==> src/rtl/mmio_bridge_pkg.sv <==
// Shared constants, types and helpers for the MMIO front end.
// No logic of its own; latency and backpressure are defined by the users.
// Port map: timer at byte 0x4000, keyboard at byte 0x4010 (word 0x1000 / 0x1004).
package mmio_pkg;

    localparam logic [31:0] TIMER_PORT  = 32'h0000_4000;
    localparam logic [31:0] KBD_PORT    = 32'h0000_4010;
    localparam logic [29:0] TIMER_WADDR = TIMER_PORT[31:2];
    localparam logic [29:0] KBD_WADDR   = KBD_PORT[31:2];

    typedef enum logic {
        IDLE = 1'b0,
        RESP = 1'b1
    } rd_state_t;

    // Keyboard read word layout
    localparam int KBD_VLD_BIT  = 31;
    localparam int KBD_OVF_BIT  = 8;
    localparam int KBD_CODE_MSB = 7;
    localparam int KBD_CODE_LSB = 0;

    function automatic logic [31:0] kbd_word(input logic vld, input logic ovf,
                                             input logic [7:0] code);
        logic [31:0] w;
        w = '0;
        w[KBD_VLD_BIT]                 = vld;
        w[KBD_OVF_BIT]                 = ovf;
        w[KBD_CODE_MSB:KBD_CODE_LSB]   = code;
        return w;
    endfunction

    function automatic logic [31:0] byte_merge(input logic [31:0] old_val,
                                               input logic [31:0] new_val,
                                               input logic [3:0]  be);
        logic [31:0] r;
        for (int i = 0; i < 4; i++) begin
            r[8*i +: 8] = be[i] ? new_val[8*i +: 8] : old_val[8*i +: 8];
        end
        return r;
    endfunction

endpackage

==> src/rtl/mmio_bridge_if.sv <==
// CPU data port / cache-side bundle seen by the MMIO bridge.
// Combinational wires only; no latency of its own.
// Backpressure is the mem_stall_in / mem_stall pair carried here.
// slave: the bridge (takes CPU requests and cache responses, drives forwarded requests).
// master: the CPU + cache side driving requests and responses.
interface mmio_bridge_if;
    logic        dmem_read_in;
    logic        dmem_write_in;
    logic [29:0] dmem_addr;
    logic [31:0] data_from_reg;
    logic [3:0]  dc_byte_w_en;
    logic [31:0] mem_data_in;
    logic        mem_stall_in;
    logic        dc_read_out;
    logic        dc_write_out;
    logic [31:0] dmem_data_out;
    logic        mem_stall;

    modport slave (
        input  dmem_read_in, dmem_write_in, dmem_addr, data_from_reg, dc_byte_w_en,
        input  mem_data_in, mem_stall_in,
        output dc_read_out, dc_write_out, dmem_data_out, mem_stall
    );

    modport master (
        output dmem_read_in, dmem_write_in, dmem_addr, data_from_reg, dc_byte_w_en,
        output mem_data_in, mem_stall_in,
        input  dc_read_out, dc_write_out, dmem_data_out, mem_stall
    );
endinterface

==> src/rtl/mmio_bridge_kbd_fifo.sv <==
// Keyboard scancode FIFO with sticky overflow flag and synchronous flush.
// Head is combinational from storage; push/pop/flush take effect on the next edge.
// No backpressure: a push into a full FIFO (without a same-cycle pop) is dropped and sets ovf.
// Ports: clk, rst (sync active-low), push/push_code, pop, flush -> head, empty, full, ovf.
// KBD_DEPTH must be a power of 2 and at least 2.
module kbd_fifo #(
    parameter int KBD_DEPTH = 8
) (
    input  logic       clk,
    input  logic       rst,
    input  logic       push,
    input  logic [7:0] push_code,
    input  logic       pop,
    input  logic       flush,
    output logic [7:0] head,
    output logic       empty,
    output logic       full,
    output logic       ovf
);
    localparam int AW = $clog2(KBD_DEPTH);

    logic [7:0]    mem [KBD_DEPTH];
    logic [AW-1:0] wr_ptr, rd_ptr;
    logic [AW:0]   count;
    logic          pop_ok, push_ok;

    assign empty   = (count == '0);
    assign full    = (count == (AW+1)'(KBD_DEPTH));
    assign pop_ok  = pop & ~empty;
    // A same-cycle pop frees the slot the push needs.
    assign push_ok = push & (~full | pop_ok);
    assign head    = empty ? 8'h00 : mem[rd_ptr];

    always_ff @(posedge clk) begin
        if (!rst) begin
            wr_ptr <= '0;
            rd_ptr <= '0;
            count  <= '0;
            ovf    <= 1'b0;
        end else if (flush) begin
            wr_ptr <= '0;
            rd_ptr <= '0;
            count  <= '0;
            ovf    <= 1'b0;
        end else begin
            if (push_ok) wr_ptr <= wr_ptr + 1'b1;
            if (pop_ok)  rd_ptr <= rd_ptr + 1'b1;
            count <= count + (AW+1)'(push_ok) - (AW+1)'(pop_ok);
            if (push & ~push_ok) ovf <= 1'b1;
        end
    end

    always_ff @(posedge clk) begin
        if (rst && push_ok && !flush) mem[wr_ptr] <= push_code;
    end
endmodule

==> src/rtl/mmio_bridge.sv <==
// MMIO front end: decodes timer/keyboard ports locally, passes everything else to the cache.
// I/O load: 1 stall cycle then registered data; I/O store: 0 stall cycles.
// Honours mem_stall_in: stores commit only on unstalled cycles; RESP holds data while stalled.
// Ports: clk, rst (sync active-low), bus (CPU/cache bundle, slave view), kbd_valid/kbd_code.
module mmio_bridge
    import mmio_pkg::*;
#(
    parameter int TICK_DIV  = 50000,
    parameter int KBD_DEPTH = 8
) (
    input  logic         clk,
    input  logic         rst,
    mmio_bridge_if.slave bus,
    input  logic         kbd_valid,
    input  logic [7:0]   kbd_code
);
    localparam int              PW        = (TICK_DIV > 1) ? $clog2(TICK_DIV) : 1;
    localparam logic [PW-1:0]   PRESC_MAX = PW'(TICK_DIV - 1);

    logic            is_timer, is_kbd, is_io;
    logic            io_stall, stall_out, commit;
    logic            timer_wr, kbd_flush;
    logic [PW-1:0]   presc;
    logic [31:0]     timer;
    rd_state_t       state_q, state_d;
    logic            capture, pop;
    logic [31:0]     io_rdata;
    logic            pop_pend;
    logic [7:0]      kbd_head;
    logic            kbd_empty, kbd_full, kbd_ovf;

    // Decode and pass-through
    assign is_timer = (bus.dmem_addr == TIMER_WADDR);
    assign is_kbd   = (bus.dmem_addr == KBD_WADDR);
    assign is_io    = is_timer | is_kbd;

    assign bus.dc_read_out   = bus.dmem_read_in  & ~is_io;
    assign bus.dc_write_out  = bus.dmem_write_in & ~is_io;
    assign stall_out         = bus.mem_stall_in | io_stall;
    assign bus.mem_stall     = stall_out;
    assign bus.dmem_data_out = (state_q == RESP) ? io_rdata : bus.mem_data_in;

    // The CPU repeats a stalled store, so only the unstalled cycle may take effect.
    assign commit    = ~stall_out;
    assign timer_wr  = bus.dmem_write_in & is_timer & commit;
    assign kbd_flush = bus.dmem_write_in & is_kbd   & commit;

    // Timer: a store overrides a same-cycle increment and restarts the prescaler.
    always_ff @(posedge clk) begin
        if (!rst) begin
            presc <= '0;
            timer <= '0;
        end else if (timer_wr) begin
            presc <= '0;
            timer <= byte_merge(timer, bus.data_from_reg, bus.dc_byte_w_en);
        end else if (presc == PRESC_MAX) begin
            presc <= '0;
            timer <= timer + 32'd1;
        end else begin
            presc <= presc + 1'b1;
        end
    end

    // Read FSM: state register
    always_ff @(posedge clk) begin
        if (!rst) state_q <= IDLE;
        else      state_q <= state_d;
    end

    // Read FSM: next state
    always_comb begin
        state_d = state_q;
        case (state_q)
            IDLE: if (bus.dmem_read_in && is_io) state_d = RESP;
            RESP: if (!bus.mem_stall_in)         state_d = IDLE;
            default: state_d = IDLE;
        endcase
    end

    // Read FSM: outputs
    always_comb begin
        io_stall = 1'b0;
        capture  = 1'b0;
        pop      = 1'b0;
        case (state_q)
            IDLE: begin
                io_stall = bus.dmem_read_in & is_io;
                capture  = bus.dmem_read_in & is_io;
            end
            // Pop on the cycle the CPU actually consumes the data.
            RESP: pop = pop_pend & ~bus.mem_stall_in;
            default: ;
        endcase
    end

    always_ff @(posedge clk) begin
        if (!rst) begin
            io_rdata <= '0;
            pop_pend <= 1'b0;
        end else if (capture) begin
            io_rdata <= is_timer ? timer : kbd_word(~kbd_empty, kbd_ovf, kbd_head);
            pop_pend <= is_kbd & ~kbd_empty;
        end
    end

    kbd_fifo #(.KBD_DEPTH(KBD_DEPTH)) u_kbd_fifo (
        .clk       (clk),
        .rst       (rst),
        .push      (kbd_valid),
        .push_code (kbd_code),
        .pop       (pop),
        .flush     (kbd_flush),
        .head      (kbd_head),
        .empty     (kbd_empty),
        .full      (kbd_full),
        .ovf       (kbd_ovf)
    );
endmodule

==> src/flat_wrapper.sv <==
// flat-port wrapper written by rule: the top's interface ports become plain ports
module mmio_bridge_flat import mmio_pkg::*;
#(
    parameter int TICK_DIV  = 50000,
    parameter int KBD_DEPTH = 8
)
  (clk, rst, kbd_valid, kbd_code, bus_dmem_read_in, bus_dmem_write_in, bus_dmem_addr, bus_data_from_reg, bus_dc_byte_w_en, bus_mem_data_in, bus_mem_stall_in, bus_dc_read_out, bus_dc_write_out, bus_dmem_data_out, bus_mem_stall);
  mmio_bridge_if bus_i ();
  input  logic clk;
  input  logic rst;
  input  logic kbd_valid;
  input  logic [7:0] kbd_code;
  input wire logic [$bits(bus_i.dmem_read_in)-1:0] bus_dmem_read_in;
  input wire logic [$bits(bus_i.dmem_write_in)-1:0] bus_dmem_write_in;
  input wire logic [$bits(bus_i.dmem_addr)-1:0] bus_dmem_addr;
  input wire logic [$bits(bus_i.data_from_reg)-1:0] bus_data_from_reg;
  input wire logic [$bits(bus_i.dc_byte_w_en)-1:0] bus_dc_byte_w_en;
  input wire logic [$bits(bus_i.mem_data_in)-1:0] bus_mem_data_in;
  input wire logic [$bits(bus_i.mem_stall_in)-1:0] bus_mem_stall_in;
  output wire logic [$bits(bus_i.dc_read_out)-1:0] bus_dc_read_out;
  output wire logic [$bits(bus_i.dc_write_out)-1:0] bus_dc_write_out;
  output wire logic [$bits(bus_i.dmem_data_out)-1:0] bus_dmem_data_out;
  output wire logic [$bits(bus_i.mem_stall)-1:0] bus_mem_stall;
  assign bus_i.dmem_read_in = bus_dmem_read_in;
  assign bus_i.dmem_write_in = bus_dmem_write_in;
  assign bus_i.dmem_addr = bus_dmem_addr;
  assign bus_i.data_from_reg = bus_data_from_reg;
  assign bus_i.dc_byte_w_en = bus_dc_byte_w_en;
  assign bus_i.mem_data_in = bus_mem_data_in;
  assign bus_i.mem_stall_in = bus_mem_stall_in;
  assign bus_dc_read_out = bus_i.dc_read_out;
  assign bus_dc_write_out = bus_i.dc_write_out;
  assign bus_dmem_data_out = bus_i.dmem_data_out;
  assign bus_mem_stall = bus_i.mem_stall;
  mmio_bridge #(.TICK_DIV(TICK_DIV), .KBD_DEPTH(KBD_DEPTH)) u_core (.clk(clk), .rst(rst), .bus(bus_i), .kbd_valid(kbd_valid), .kbd_code(kbd_code));
endmodule
==> config.mk <==
export PLATFORM = sky130hd
export DESIGN_NAME = mmio_bridge_flat
export DESIGN_NICKNAME = d
export VERILOG_FILES = /design/src/rtl/mmio_bridge_pkg.sv /design/src/rtl/mmio_bridge_if.sv /design/src/rtl/mmio_bridge_kbd_fifo.sv /design/src/rtl/mmio_bridge.sv /design/src/flat_wrapper.sv
export SDC_FILE = /design/constraint.sdc
export NUM_CORES = 1
export LEC_CHECK = 0
export CORE_ASPECT_RATIO = 1.5
export CORE_UTILIZATION = 47
export DETAILED_ROUTE_END_ITERATION = 7
export PLACE_DENSITY = 0.88
export SYNTH_ARGS = -nofsm -noshare
export SYNTH_HDL_FRONTEND = slang
export SYNTH_SLANG_ARGS = --single-unit
==> constraint.sdc <==
create_clock -name clk -period 2.5 [get_ports clk]
set_input_delay 0.375 -clock clk [delete_from_list [all_inputs] [get_ports clk]]
set_output_delay 0.375 -clock clk [all_outputs]
set_load 0.1 [all_outputs]
==> flow_metrics.env, run 1 <==
export IMPL_status="finished clean"
export IMPL_grt_usage_pct=27.07
export IMPL_gp_congestion=0.9947
export IMPL_antenna_found_initial=1
export IMPL_die_h_um=158.9
export IMPL_clockBufferDepth=2
export IMPL_netlist_instances=702
export IMPL_power_frac_seq_pct=45.2
export IMPL_dieArea_um2=16950
export IMPL_cts_sinks=160
export IMPL_drcViolationCount=0
export IMPL_synth_edf_count=64
export IMPL_p_leak_nw=3.725
export IMPL_synthesis_nets=825
export IMPL_worst_r2r_setup_slack_ps=150
export IMPL_fin_skew_ps=14.77
export IMPL_cts_tree="yes"
export IMPL_rsz0062_at_grt="true"
export IMPL_cp_cell_sequence="clkdlybuf4s50_1 > nor4_2 > nand4_2 > buf_4 > nor2_2 > nor2b_1 > buf_12"
export IMPL_relSlewSlack_pct=55.19
export IMPL_drtAntennaViolNets=0
export IMPL_cp_slowest_cell="clkdlybuf4s50_1"
export IMPL_clk_pin_slew_ps=60
export IMPL_hold_buffers=0
export IMPL_crit_family="buffers and inverters"
export IMPL_ir_drop_mv=0.4207
export IMPL_p_clk_share_pct=38.1
export IMPL_synth_seq_area_share_pct=49.81
export IMPL_finalHoldViolCount=0
export IMPL_synthToLayoutAreaGrowth_pct=39.25
export IMPL_ys_ff_latch=160
export IMPL_crit_required_ps=2120
export IMPL_p_int_mw=4.530
export IMPL_worstMarginPinSlew_ps=671.3
export IMPL_drive_above_1_share_pct=25.08
export IMPL_synth_ff_type="dfxtp_1"
export IMPL_root_buffer="clkbuf_16"
export IMPL_grt_ovfl_total=0
export IMPL_ios=147
export IMPL_vias=6931
export IMPL_die_w_um=106.6
export IMPL_switching_power_mw=1.696
export IMPL_syn_mean_instance_area_um2=10.99
export IMPL_grt_max_degree=34
export IMPL_numPortBuffers=146
export IMPL_cpPeakStageDelay_ps=410
export IMPL_drt_iter0_drc=445
export IMPL_yosysTopAreaCell="dfxtp_1"
export IMPL_h_tree_depth=4
export IMPL_fin_crit_ps=2409
export IMPL_fin_util_pct=66.67
export IMPL_syn_area_um2=7717
export IMPL_synth_area_top_cells="dfxtp_1, edfxtp_1, mux2_2"
export IMPL_tns_ps=0
export IMPL_finalNonFillerCells=1112
export IMPL_synth_warnings=0
export IMPL_worstSetupEndpointType="output pin"
export IMPL_synth_distinct_cells=72
export IMPL_wl_per_cell_um=20.25
export IMPL_slew_viol_final=0
export IMPL_cts_buffers=17
export IMPL_synthTopCellsByCount="dfxtp_1, nor2_1, edfxtp_1, mux2_2, nand3_1"
export IMPL_first_pass_iters=5
export IMPL_async_flop_share_pct=0
export IMPL_grt_pass1_vias=6992
export IMPL_core_area_um2=16120
export IMPL_cp_arrival_ps=2030
export IMPL_path_class="input port to output pin"
export IMPL_synth_most_common_cell="dfxtp_1"
export IMPL_hold_path_class="flop to flop"
export IMPL_num_rows=57
export IMPL_nets=1015
export IMPL_critical_path_buf_inv_count=3
export IMPL_drt_wl_total_um=22520
export IMPL_comb_power_share_pct=16.7
export IMPL_switching_share_pct=27.24
export IMPL_cap_violations=0
export IMPL_initial_utilization_pct=47.88
export IMPL_fmax_mhz=415.1
export IMPL_drt_vias_per_instance=6.233
export IMPL_grt_pass1_wl_um=35310
export IMPL_fin_crit_sh_pct=96.35
export IMPL_placedCellCount=1076
export IMPL_setup_viol=0
export IMPL_place_hpwl_um=16380
export IMPL_start_kind="input port"
export IMPL_power_density_nw_per_um2=579.3
export IMPL_netlist_area_leader_share_pct=24.90
export IMPL_clock_latency_ps=430
export IMPL_cp_max_fo=12
-- stage by stage --
stage                     hold slack (ps)  cell area [um^2]  power [mW]  worst slack [ps]
after floorplan                     428.5              7732       3.384            -326.5
after global placement              440.0             10120       3.827            -116.2
after detailed placement            454.5             10120       3.861            -165.5
after CTS                           463.7             10660       6.209             21.58
after global routing                481.1             10750       6.409            -2.206
final                               462.5             10750       6.226             91.17
-- layout make-up --
type | instances | area (um^2)
multi-input combinational | 481 | 3679
inverter | 19 | 71.32
tap | 206 | 257.7
sequential | 160 | 3847
clock buffer | 19 | 432.9
fill | 1113 | 5371
antenna | 1 | 2.502
timing repair buffer | 213 | 2352
clock inverter | 13 | 103.9
-- per-layer routing --
metal  share of wire [%]  vias up  global-route usage, %
met5                   0        -                      0
met1                  33     3322                  27.72
met4                 6.8        0                  18.99
met3                 7.4      139                  6.304
met2                  53      395                  47.71
li1                    -     3075                      -
-- flip-flops by register name, summed over array words and instances, names as in the netlist, named ones only --
| name | count |
|---|---|
| u_core.io_rdata | 32 |
| u_core.u_kbd_fifo.mem | 64 |
| u_core.pop_pend | 1 |
| u_core.presc | 16 |
| u_core.timer | 32 |
| u_core.u_kbd_fifo.wr_ptr | 3 |
| u_core.u_kbd_fifo.ovf | 1 |
| u_core.state_q | 1 |
| u_core.u_kbd_fifo.rd_ptr | 3 |
| u_core.u_kbd_fifo.count | 4 |
-- power by group through the flow --
| stage | clock network [mW] | logic, mW | registers (mW) |
|---|---|---|---|
| after floorplan | 0 | 0.527 | 2.86 |
| after global placement | 0 | 0.960 | 2.87 |
| after detailed placement | 0 | 0.990 | 2.87 |
| after CTS | 2.39 | 1.00 | 2.81 |
| after global routing | 2.50 | 1.09 | 2.82 |
| final | 2.37 | 1.04 | 2.82 |
-- final timing paths --
path                                          from                               endpoint  depth (start not counted)
max                               bus_dmem_addr[7]                       bus_dc_write_out                          7
min                   u_core.pop_pend$_SDFFE_PN0P_           u_core.pop_pend$_SDFFE_PN0P_                          2
max reg2reg  u_core.u_kbd_fifo.count[2]$_SDFF_PP0_  u_core.u_kbd_fifo.count[2]$_SDFF_PP0_                         12
min reg2reg           u_core.pop_pend$_SDFFE_PN0P_           u_core.pop_pend$_SDFFE_PN0P_                          2
-- layout by cell type, fill, tap and decap left out, types with 4 or more instances in the layout --
| cell type | Yosys | layout |
|---|---|---|
| nor2_1 | 68 | 67 |
| o21ai_0 | 19 | 19 |
| xor2_1 | 10 | 10 |
| a22oi_1 | 22 | 22 |
| clkdlybuf4s50_1 | 0 | 111 |
| clkbuf_16 | 0 | 17 |
| xnor2_1 | 10 | 10 |
| inv_6 | 0 | 4 |
| ha_1 | 10 | 9 |
| buf_12 | 0 | 38 |
| inv_1 | 19 | 19 |
| edfxtp_1 | 64 | 64 |
| nand3_1 | 39 | 39 |
| nor3_2 | 4 | 7 |
| a31oi_1 | 13 | 13 |
| nand2b_1 | 4 | 4 |
| a211oi_1 | 8 | 8 |
| nor4_4 | 4 | 5 |
| or4_1 | 4 | 4 |
| and3_1 | 11 | 11 |
| buf_4 | 4 | 64 |
| or3_1 | 7 | 7 |
| dfxtp_1 | 96 | 95 |
| nor4_2 | 2 | 4 |
| nor4_1 | 15 | 12 |
| and2_1 | 5 | 4 |
| a21oi_1 | 13 | 13 |
| nand4_1 | 17 | 17 |
| mux4_2 | 16 | 16 |
| and4_1 | 8 | 8 |
| nor2b_1 | 4 | 4 |
| mux2_2 | 40 | 40 |
| o31a_1 | 6 | 6 |
| nor3_1 | 31 | 28 |
| nand2_1 | 31 | 31 |
| a311oi_1 | 8 | 8 |
-- tightest hold or removal path: stages, from the launching register on --
cell     delay, ps
dfxtp_1        310
nand2_1         50
a21oi_1         50
-- what timing repair did --
item                                    4_1_cts  5_1_grt
hold endpoints to repair                      0        0
gates resized for setup                       0       12
endpoints found under the setup margin        2       19
pin swaps                                     1        1
setup buffers                                 1        2
-- cell families after synthesis --
| kind of cell | Yosys count | share of synthesized area (%) |
|---|---|---|
| buf+inv | 61 | 3.615 |
| simple gates | 273 | 20.14 |
| fa+ha+maj | 11 | 1.881 |
| xor+xnor | 20 | 2.270 |
| mux | 58 | 10.77 |
| flops | 160 | 49.81 |
| compound gates | 119 | 11.53 |
(Power assumes the default switching activity.)
==> run 2: changes to the inputs <==
--- a/config.mk
+++ b/config.mk
@@ -8,6 +8,7 @@
 export CORE_ASPECT_RATIO = 1.5
 export CORE_UTILIZATION = 47
 export DETAILED_ROUTE_END_ITERATION = 7
+export GPL_ROUTABILITY_DRIVEN = 0
 export PLACE_DENSITY = 0.88
 export SYNTH_ARGS = -nofsm -noshare
 export SYNTH_HDL_FRONTEND = slang
==> results of run 2 <==
No change in the layout: final DEF, timing and power equal those of run 1.
